--- src/rtl/hazard_scoreboard.sv ---
// Decode-side hazard scoreboard with branch-flush sequencing and a saturating stall counter.
// Optional macro HAZARD_FORWARDING_EN: only load-use on the EX entry stalls.
module hazard_scoreboard #(
  parameter int DEPTH        = 2,
  parameter int FLUSH_CYCLES = 1,
  parameter int CNT_W        = 16
) (
  input  logic             clk,
  input  logic             rst,
  input  logic             freeze,
  input  logic [3:0]       src1,
  input  logic [3:0]       src2,
  input  logic             two_src,
  input  logic             src1_used,
  input  logic             id_wb_en,
  input  logic             id_mem_read,
  input  logic [3:0]       id_dest,
  input  logic             branch_taken,
  output logic             hazard,
  output logic             flush,
  output logic [CNT_W-1:0] stall_count
);

  typedef enum logic {IDLE = 1'b0, FLUSH = 1'b1} state_e;

  typedef struct packed {
    logic       valid;
    logic [3:0] dest;
    logic       is_load;
  } entry_t;

  state_e           state_q;
  logic [1:0]       fcnt_q;
  entry_t           entry_q [DEPTH];
  entry_t           entry_d [DEPTH];
  logic [CNT_W-1:0] cnt_q;
  logic [CNT_W-1:0] cnt_d;
  logic             match_s;
  logic             unused_last_s;

  // The oldest entry only ever drops out; it is kept for structural clarity.
  assign unused_last_s = ^entry_q[DEPTH-1];

  always_comb begin
    match_s = 1'b0;
`ifdef HAZARD_FORWARDING_EN
    match_s = entry_q[0].valid & entry_q[0].is_load &
              ((src1_used & (entry_q[0].dest == src1)) |
               (two_src   & (entry_q[0].dest == src2)));
`else
    for (int k = 0; k < DEPTH; k++) begin
      match_s = match_s | (entry_q[k].valid &
                ((src1_used & (entry_q[k].dest == src1)) |
                 (two_src   & (entry_q[k].dest == src2))));
    end
`endif
  end

  // A flush discards the decode instruction, so it masks any stall.
  assign flush       = (state_q == FLUSH) | branch_taken;
  assign hazard      = match_s & ~flush;
  assign stall_count = cnt_q;

  always_comb begin
    for (int k = 0; k < DEPTH; k++) begin
      entry_d[k] = entry_q[k];
    end
    cnt_d = cnt_q;
    if (!freeze) begin
      for (int k = DEPTH - 1; k > 0; k--) begin
        entry_d[k] = entry_q[k-1];
      end
      if (id_wb_en && !hazard && !flush) begin
        entry_d[0] = '{valid: 1'b1, dest: id_dest, is_load: id_mem_read};
      end else begin
        entry_d[0] = '{valid: 1'b0, dest: 4'd0, is_load: 1'b0};
      end
      if (hazard && (cnt_q != {CNT_W{1'b1}})) begin
        cnt_d = cnt_q + CNT_W'(1);
      end else begin
        cnt_d = cnt_q;
      end
    end else begin
      cnt_d = cnt_q;
    end
  end

  always_ff @(posedge clk) begin
    if (rst) begin
      for (int k = 0; k < DEPTH; k++) begin
        entry_q[k] <= '{valid: 1'b0, dest: 4'd0, is_load: 1'b0};
      end
      cnt_q <= '0;
    end else begin
      for (int k = 0; k < DEPTH; k++) begin
        entry_q[k] <= entry_d[k];
      end
      cnt_q <= cnt_d;
    end
  end

  // Flush sequencer: a branch seen in FLUSH is wrong-path and ignored.
  always_ff @(posedge clk) begin
    if (rst) begin
      state_q <= IDLE;
      fcnt_q  <= 2'd0;
    end else if (freeze) begin
      state_q <= state_q;
      fcnt_q  <= fcnt_q;
    end else begin
      case (state_q)
        IDLE: begin
          if (branch_taken && (FLUSH_CYCLES > 1)) begin
            state_q <= FLUSH;
            fcnt_q  <= 2'(FLUSH_CYCLES - 1);
          end else begin
            state_q <= IDLE;
            fcnt_q  <= 2'd0;
          end
        end
        FLUSH: begin
          fcnt_q <= fcnt_q - 2'd1;
          if (fcnt_q <= 2'd1) begin
            state_q <= IDLE;
          end else begin
            state_q <= FLUSH;
          end
        end
        default: begin
          state_q <= IDLE;
          fcnt_q  <= 2'd0;
        end
      endcase
    end
  end

endmodule
--- config.mk ---
export PLATFORM = sky130hd
export DESIGN_NAME = hazard_scoreboard
export DESIGN_NICKNAME = d
export VERILOG_FILES = /design/src/rtl/hazard_scoreboard.sv
export SDC_FILE = /design/constraint.sdc
export NUM_CORES = 1
export LEC_CHECK = 0
export BUFFER_PORTS_ARGS = -buffer_cell sky130_fd_sc_hd__buf_2
export CAP_MARGIN = 20
export CORE_MARGIN = 10
export CORE_UTILIZATION = 45
export CTS_CLUSTER_SIZE = 14
export DETAILED_ROUTE_END_ITERATION = 8
export GPL_TIMING_DRIVEN = 0
export PLACE_DENSITY = 0.81
export SLEW_MARGIN = 20
export SYNTH_ARGS = -nofsm -noshare
export SYNTH_HDL_FRONTEND = slang
export SYNTH_SLANG_ARGS = --single-unit
--- constraint.sdc ---
create_clock -name clk -period 2.9 [get_ports clk]
set_input_delay 0.58 -clock clk [delete_from_list [all_inputs] [get_ports clk]]
set_output_delay 0.58 -clock clk [all_outputs]
set_load 0.02 [all_outputs]
==> results of run 1 <==
==> synthesized netlist by cell type (2+ instances only) <==
master / instances
buf_1: 2
xor2_1: 12
mux2i_1: 6
nor3_1: 5
nor4_1: 2
nor2_1: 19
nand3_1: 4
o31ai_1: 5
a21oi_1: 16
inv_1: 4
a211oi_1: 2
or4_1: 5
xnor2_1: 4
nand2b_1: 2
clkbuf_1: 5
mux2_2: 6
nand2_1: 12
buf_2: 2
ha_1: 2
nor3b_1: 4
or3_1: 3
o21ai_0: 3
dfxtp_1: 29
nand4_1: 10
and3_1: 7
nor2b_1: 6
==> cell type report <==
type | count | area (sq um) | share of cell area [%]
Timing Repair Buffer | 35 | 175 | 9.38
Clock buffer | 7 | 55.1 | 2.95
Multi-Input combinational cell | 144 | 937 | 50.2
Sequential cell | 29 | 581 | 31.1
Inverter | 4 | 15.0 | 0.804
Tap cell | 46 | 57.6 | 3.08
Buffer | 10 | 47.5 | 2.55
==> sequential cells by signal (all words and copies together), names as in the netlist <==
register / flops
fcnt_q: 2
state_q: 1
entry_q: 10
stall_count: 16
==> power breakdown <==
group	internal (mW)	switching (mW)	leakage, nW	total (mW)
Clock	0.114	0.138	0.0314	0.253
Sequential	0.401	0.00326	0.234	0.404
Combinational	0.0269	0.0370	0.527	0.0639
Total	0.542	0.179	0.792	0.721
==> cells by family (layout without fill, tap and decap cells) <==
family / count (synthesis) / in the layout / synth area share, %
AO/OA/AOI/OAI: 28 / 28 / 10.5
XOR/XNOR: 16 / 16 / 8.87
AND/OR/NAND/NOR: 86 / 86 / 30.3
buffers and inverters: 14 / 56 / 3.96
multiplexers: 12 / 12 / 8.08
flip-flops: 29 / 29 / 36.7
adder cells (fa/ha/maj): 2 / 2 / 1.58
==> worst max path at each step <==
stage	startpoint	endpoint	slack (ns)	cells past startpoint
CTS	entry_q[0][7]	hazard	0.19	8
global placement	src1[0]	hazard	0.25	9
detailed placement	src2[0]	hazard	0.20	9
floorplan	src1[0]	hazard	0.51	7
global route	entry_q[0][1]	hazard	0.07	8
finish	entry_q[0][7]	hazard	0.19	8
==> worst max-delay path: stages, from the launching register on <==
cell and delay, ns:
dfxtp_1 0.35, xor2_1 0.17, nor3_1 0.23, nand4_1 0.15
and4_4 0.21, buf_6 0.13, clkbuf_1 0.25, nor2_1 0.14
buf_2 0.17
==> cell usage in the layout (no fill, tap or decap), types with 2 or more instances in the layout <==
cell / instances
o31ai_1: 5
nand3_1: 4
buf_1: 2
xor2_1: 12
inv_1: 4
ha_1: 2
clkbuf_4: 5
nor3b_1: 4
nand2b_1: 2
dfxtp_1: 29
a21oi_1: 16
nand4_1: 10
nor4_1: 2
nand2_1: 12
nor2_1: 19
clkbuf_1: 6
or3_1: 3
or4_1: 5
and3_1: 7
a211oi_1: 2
mux2_2: 6
buf_2: 37
mux2i_1: 6
xnor2_1: 4
nor3_1: 5
nor2b_1: 6
o21ai_0: 3
==> through the flow <==
| stage | util, % | power (mW) | std cells | area (sq um) |
|---|---|---|---|---|
| after floorplan | - | 0.450 | 187 | 1580 |
| after global placement | 53.9 | 0.477 | 268 | 1810 |
| after detailed placement | 53.9 | 0.478 | 268 | 1810 |
| after CTS | 55.5 | 0.722 | 275 | 1870 |
| after global routing | 55.5 | 0.744 | 275 | 1870 |
| final | 55.5 | 0.721 | 275 | 1870 |
==> metal layers <==
metal / GRT usage [%] / up-vias
li1: - / 756
met1: 14.7 / 678
met2: 20.0 / 40
met3: 4.50 / 8
met4: 5.38 / 0
met5: 0 / -
==> impl_results.md, run 1 <==
* Period utilization at 93.3%
* Proportion of layout cells with a drive suffix above 1 at 24.0%
* Pin count of the biggest net entering global routing at 11
* Total number of vias at 1482
* Largest driver fanout on the critical path at 10
* DRT met1 WL at 1600 um
* Number of global-route vias before repair at 1380
* Gp weighted congestion at 0.788
* Via density per instance at 5.39
* Final Hold Violating Endpoints at 0
* Leakage at 0.792 nW
* Final-layout setup total negative slack at 0 ns
* I/O Buffers at 35
* Worst setup slack after layout at 0.194 ns
* TritonCTS clock tree: done
* N_diodes at 0
* Run status: complete, no violations
* HP Start: fcnt_q[0]
* Power density over the cells at 386 nW/um^2
* Highest achievable clock rate at 0.370 GHz
* Number of pins exceeding their max-slew limit in the final report at 0
* Synth top area cells: dfxtp_1 37%, xor2_1 6.7%, a21oi_1 5.1%, nor2_1 4.5%, mux2_2 4.3%
* Master cell of the clock root buffer: clkbuf_4
* Wire length of the first global-routing pass at 6350 um
* Type of element capturing the critical path: output port
* Min-Delay Path Depth at 2
* Routed wl met3 at 292 um
* RSZ-0062 raised after global routing: no
* Post-Syn Area per Cell at 8.45 sq um
* Total global-route track usage at 12.5%
* Total overflow reported by the global router at 0
* Flops & latches, synth at 29
* Number of buffers inserted by post-CTS setup repair at 0
* Capture point of the worst reg-to-reg path: stall_count[6]
* Clock latency on the worst-skew pair at 0.33 ns
* Hold/Removal Path Class: reg -> reg
* Top routing layer in use: met4
* Critical path class: reg -> out
* Detail-routed net length per standard cell at 13.7 um
* Number of core rows at 21
* Cell area after technology mapping at 1580 sq um
* Relative max-transition margin at 66.2%
* Number of buffers added by the clock tree synthesis step at 5
* Leading register cell type out of synthesis: dfxtp_1
* Maximum capacitance violations at 0
* Antenna violations before repair at 0
* Number of fillers in the final layout at 328
* Fraction of registers with async set/reset at 0%
* 1st-pass router iterations at 4
* Post-route DRC violation count at 0
* Area of the die at 6280 sq um
* Number of DRC markers after the initial detailed-route iteration at 120
* Worst-case hold path end point: fcnt_q[0]
* Layout Area Growth over Synthesis at 18.2%
* Routed met2 length at 1810 um
* Antenna Nets Post-Route at 0
* Fin crit period at 2.71 ns
* Startpoint of the worst-slack reg-to-reg timing path: stall_count[0]
* Setup Slack @ Placement at 0.205 ns
* Maximum vdd drop at 212 uV
* Floorplan die height at 79.3 um
* Share of the synthesized area in the top cell type at 36.7%
* Clock transition at path regs at 0.09 ns
* Post-Synthesis Cells at 187
* Number of buffers on the longest clock path at 2
* Number of enable-type register cells in the synthesized netlist at 0
* I/O Pins at 38
* Starting density of the core at 47.0%
* Count of clock tree sinks at 29
* # setup viols final at 0
* Transition time at the pin with the least slew margin at 0.504 ns
* Register-to-Register Setup Slack at 0.65 ns
* Sequential share of the synthesized area at 36.7%
* Number of nets at the end of the flow at 251
* Final-layout worst hold slack at 0.495 ns
* CTS-repair resized insts at 0
* Arrival time of the worst setup path at 2.13 ns
* Number of hold buffers added after cts at 0
* Area inside the core boundary at 3360 sq um
* Synth unique cells at 36
* DP HPWL at 2900 um
* Reg2Reg Depth at 8
* Die boundary width at 79.3 um
* Final routed wirelength across all metal layers at 3770 um
* Cell type contributing the most total cell area after synthesis: dfxtp_1
* Worst path required time at 2.32 ns
* Setup skew after layout at 0.0105 ns
* CTS H-tree depth at 2
* YS warnings at 0
* Syn nets at 209
* Startpoint Class: flop
Power figures use the tool's default switching activity.
==> run 2, diff against run 1 <==
Settings changed: PLACE_DENSITY 0.81 to 0.84.
Clock period 2.9 ns to 2.22 ns, I/O delays scaled along.
==> impl_results.md, run 2 (synthesis results as in run 1) <==
* Wire length of the first global-routing pass at 7230 um
* Die boundary width at 79.3 um
* Max FFs per register at 16
* Maximum capacitance violations at 0
* Clock latency on the worst-skew pair at 0.33 ns
* Largest driver fanout on the critical path at 3
* Max stage delay cell, worst path: dfxtp_2
* # setup viols final at 1
* Area of the die at 6280 sq um
* DP HPWL at 2950 um
* Relative max-transition margin at 65.0%
* Final Hold Violating Endpoints at 0
* Number of buffers added by the clock tree synthesis step at 5
* Clock transition at path regs at 0.09 ns
* Area inside the core boundary at 3360 sq um
* Number of buffers on the longest clock path at 2
* TritonCTS clock tree: done
* Inst Count DP at 268
* Proportion of layout cells with a drive suffix above 1 at 35.0%
* Layout Area Growth over Synthesis at 29.3%
* Min-Delay Path Depth at 3
* Worst setup slack after layout at -0.0317 ns
* Worst path required time at 1.78 ns
* Type of element capturing the critical path: output port
* Global route hottest layer: met2
* Run status: complete, but fails checks
* Startpoint Class: flop
* Antenna Nets Post-Route at 0
* Number of core rows at 21
* Highest achievable clock rate at 0.444 GHz
* I/O Pins at 38
* Hold/Removal Path Class: in -> reg
* Via density per instance at 5.59
* Met2 usage at 24.6%
* Final-layout setup total negative slack at -0.0317 ns
* CTS H-tree depth at 2
* Depth of the critical timing path with buffers and inverters included at 7
* Antenna violations before repair at 0
* Commonest non-fill, non-tap cells in the layout: 35 x buf_2, 22 x dfxtp_1, 18 x nor2_1, 16 x a21oi_1, 13 x buf_4
* Starting density of the core at 47.0%
* Detail-routed net length per standard cell at 15.4 um
* N_diodes at 0
* Post-route DRC violation count at 0
* Maximum vdd drop at 292 uV
* Total global-route track usage at 14.3%
* Gp weighted congestion at 0.782
* Final routed wirelength across all metal layers at 4400 um
* Setup skew after layout at 0.00903 ns
* DP Area at 1810 sq um
* Number of global-route vias before repair at 1592
* Period utilization at 101%
* Number of nets at the end of the flow at 262
* Reg2Reg Depth at 8
* 1st-pass router iterations at 4
* Number of pins exceeding their max-slew limit in the final report at 0
* Met1 Use GR at 15.2%
* Power density over the cells at 462 nW/um^2
* Critical path class: reg -> out
* Failing checks: setup timing
* Met3 Track Usage GR at 4.17%
* Arrival time of the worst setup path at 1.81 ns
* Transition time at the pin with the least slew margin at 0.523 ns
* Count of clock tree sinks at 29
* Kind of cell adding the most delay to the critical path: simple AND/OR/NAND/NOR gates
* Master cell of the clock root buffer: clkbuf_4
* Register-to-Register Setup Slack at 0.07 ns
* Maximum single-stage delay on the critical path at 0.34 ns
* Worst path bufs/invs at 2
* Number of DRC markers after the initial detailed-route iteration at 157
* Pin count of the biggest net entering global routing at 12
* Leading cell type in the layout, fill and taps excluded: buf_2
* Final Non-Filler Cells at 286
* Floorplan die height at 79.3 um
* Total overflow reported by the global router at 0
* Crit path cell chain: xor2_1 > nor3_2 > nand4_1 > and4_4 > clkbuf_16 > nor2_4 > buf_6
* Leakage at 0.861 nW
* Fin crit period at 2.25 ns
* Total number of vias at 1599
* RSZ-0062 raised after global routing: yes
* Post-route cell area at 2040 sq um
* I/O Buffers at 35
## run 2: changes by cell type in the layout (fill, tap and decap cells not counted), moves of 3 or more
cell      delta
dfxtp_2      +5
dfxtp_1      -7
clkbuf_1     -3
buf_4       +13
nor3b_1      -3
nor3b_2      +3
## run 2: stage by stage
stage,utilization [%],hold WS [ns],power [mW],setup slack (ns)
6_report,60.8,0.375,0.944,-0.0317
5_1_grt,60.8,0.393,0.984,-0.0834
4_1_cts,59.4,0.372,0.946,-0.0205
3_5_place_dp,53.9,0.473,0.624,-0.185
2_1_floorplan,-,0.454,0.587,0.0869
3_3_place_gp,53.9,0.464,0.623,-0.163
## run 2: routing by layer
| layer | wire [um] | vias up |
|---|---|---|
| li1 | - | 777 |
| met1 | 1760 | 746 |
| met2 | 2220 | 64 |
| met3 | 288 | 12 |
| met4 | 130 | 0 |
| met5 | 0 | - |
## run 2: worst paths after layout
path	to	from
setup / recovery	hazard	entry_q[0][9]
hold / removal	entry_q[0][1]	id_dest[0]
setup reg to reg	stall_count[6]	entry_q[0][9]
hold reg to reg	fcnt_q[0]	fcnt_q[0]
## run 2: timing repair
action / 4_1_cts / 5_1_grt
hold buffers: 0 / 0
buffers inserted: 14 / 5
endpoints found under the setup margin: 3 / 11
gates resized for setup: 16 / 12
hold endpoints to repair: 0 / 0
pin swaps: 12 / 9
## run 2: report_power, final
group	internal [mW]	leakage, nW	switching [mW]	total, mW
Clock	0.149	0.0314	0.175	0.324
Sequential	0.522	0.238	0.00441	0.526
Combinational	0.0386	0.591	0.0558	0.0944
## run 2: worst register-to-register path, cell delays in order (launching register included)
cell	delay, ns
dfxtp_2	0.34
xor2_1	0.19
nor3_2	0.23
nand4_1	0.18
and4_4	0.21
buf_4	0.16
clkbuf_2	0.19
nor3b_2	0.19
mux2_2	0.35
## run 2: final cells by class
class / count / area, sq um
Sequential cell: 29 / 594
Fill cell: 306 / 1320
Tap cell: 46 / 57.6
Multi-Input combinational cell: 144 / 985
Timing Repair Buffer: 48 / 279
Buffer: 8 / 57.6
Clock buffer: 7 / 55.1
Inverter: 4 / 15.0
==> run 3, diff against run 2 <==
Settings changed: CAP_MARGIN 20 to unset, PLACE_DENSITY 0.84 to 0.81.
Clock period 2.22 ns to 2.6 ns, I/O delays scaled along.
==> impl_results.md, run 3 (synthesis results as in run 1) <==
* Setup Slack @ Placement at 0.0247 ns
* Area inside the core boundary at 3360 sq um
* 1st-pass router iterations at 4
* Maximum vdd drop at 237 uV
* Arrival time of the worst setup path at 1.82 ns
* Largest driver fanout on the critical path at 19
* Area of the die at 6280 sq um
* Reg2Reg Depth at 8
* Final-layout setup total negative slack at 0 ns
* Worst Setup SP: entry_q[0][7]
* Detail-routed net length per standard cell at 13.6 um
* Sw Pwr at 0.197 mW
* Final Hold Violating Endpoints at 0
* Count of clock tree sinks at 29
* CTS H-tree depth at 2
* Transition time at the pin with the least slew margin at 0.529 ns
* Relative max-transition margin at 64.5%
* Highest achievable clock rate at 0.427 GHz
* Number of buffers on the longest clock path at 2
* Number of global-route vias before repair at 1380
* Number of DRC markers after the initial detailed-route iteration at 94
* Gp weighted congestion at 0.788
* Hold/Removal Path Class: in -> reg
* Proportion of layout cells with a drive suffix above 1 at 24.1%
* Portion of total power attributed to sequential cells at 56.2%
* Total number of vias at 1471
* Period utilization at 90.1%
* I/O Buffers at 35
* CTS-repair resized insts at 0
* TritonCTS clock tree: done
* Setup skew after layout at 0.00969 ns
* Startpoint Class: flop
* Final routed wirelength across all metal layers at 3740 um
* Power density over the cells at 430 nW/um^2
* Number of hold buffers added after cts at 0
* Register-to-Register Setup Slack at 0.37 ns
* Share of total power consumed by net switching at 24.6%
* # setup viols final at 0
* Total global-route track usage at 12.4%
* Commonest non-fill, non-tap cells in the layout: 37 x buf_2, 29 x dfxtp_1, 19 x nor2_1, 16 x a21oi_1
* Die boundary width at 79.3 um
* Clock share of power at 34.8%
* Number of fillers in the final layout at 330
* Worst setup slack after layout at 0.258 ns
* Layout Area Growth over Synthesis at 18.0%
* Pint at 0.604 mW
* Floorplan die height at 79.3 um
* I/O Pins at 38
* Worst path required time at 2.08 ns
* Starting density of the core at 47.0%
* Clock latency on the worst-skew pair at 0.33 ns
* Maximum capacitance violations at 0
* RSZ-0062 raised after global routing: no
* Run status: complete, no violations
* Startpoint of the worst-slack reg-to-reg timing path: stall_count[0]
* Type of element capturing the critical path: output port
* Total overflow reported by the global router at 0
* Master cell of the clock root buffer: clkbuf_4
* Antenna violations before repair at 0
* Part of the total power dissipated in combinational logic at 8.9%
* DP HPWL at 2900 um
* Clock transition at path regs at 0.08 ns
* N_diodes at 0
* Max FFs per register at 16
* Critical path class: reg -> out
* Post-route DRC violation count at 0
* Number of pins exceeding their max-slew limit in the final report at 0
* Antenna Nets Post-Route at 0
* Number of core rows at 21
* Number of buffers added by the clock tree synthesis step at 5
* Pin count of the biggest net entering global routing at 20
* Capture point of the worst reg-to-reg path: stall_count[6]
* Via density per instance at 5.37
* Leading cell type in the layout, fill and taps excluded: buf_2
* Number of buffers inserted by post-CTS setup repair at 0
* Leakage at 0.791 nW
* HP Start: id_dest[0]
* Number of nets at the end of the flow at 250
* Wire length of the first global-routing pass at 6320 um
* Final-layout worst hold slack at 0.456 ns
* End point of the critical path: hazard
* Fin crit period at 2.34 ns
==> run 3: cell count changes in the layout (fill, tap and decap cells not counted), moves of 3 or more <==
cell / change
buf_4: -13
dfxtp_1: +7
dfxtp_2: -5
nor3b_1: +3
nor3b_2: -3
==> run 3: how the worst min path moves through the flow <==
stage	to	slack (ns)	cells past startpoint
2_1_floorplan	fcnt_q[0]	0.45	2
3_3_place_gp	fcnt_q[0]	0.46	2
3_5_place_dp	fcnt_q[0]	0.48	2
4_1_cts	entry_q[0][1]	0.46	3
5_1_grt	entry_q[0][1]	0.47	3
6_report	entry_q[0][1]	0.46	3
==> run 3: per-layer routing <==
metal | GRT usage, % | routed length [um]
met1 | 14.6 | 1620
met4 | 5.38 | 46
met3 | 4.50 | 291
met5 | 0 | 0
met2 | 19.8 | 1780
==> run 3: critical path: stages (launching register included) <==
cell and delay (ns):
dfxtp_1 0.35, xor2_1 0.17, nor3_1 0.23, nand4_1 0.15, and4_4 0.21, buf_6 0.16
nor2_1 0.08, buf_2 0.16
==> run 3: layout make-up <==
| type | instances | area [sq um] | area share (%) |
|---|---|---|---|
| Clock buffer | 7 | 55.1 | 2.95 |
| Timing Repair Buffer | 35 | 175 | 9.40 |
| Inverter | 4 | 15.0 | 0.805 |
| Multi-Input combinational cell | 144 | 937 | 50.3 |
| Tap cell | 46 | 57.6 | 3.09 |
| Buffer | 9 | 43.8 | 2.35 |
| Sequential cell | 29 | 581 | 31.1 |
==> run 3: power groups by stage <==
stage,registers (mW),logic [mW],clock network (mW)
floorplan,0.460,0.0412,0
global placement,0.461,0.0710,0
detailed placement,0.461,0.0718,0
CTS,0.451,0.0719,0.283
global route,0.451,0.0797,0.299
finish,0.451,0.0715,0.279
==> run 3: stage by stage <==
stage,instance area (sq um),utilization (%),power (mW),std cells
after CTS,1860,55.4,0.805,274
after global routing,1860,55.4,0.830,274
after global placement,1810,53.9,0.532,268
final,1860,55.4,0.801,274
after floorplan,1580,-,0.501,187
after detailed placement,1810,53.9,0.533,268
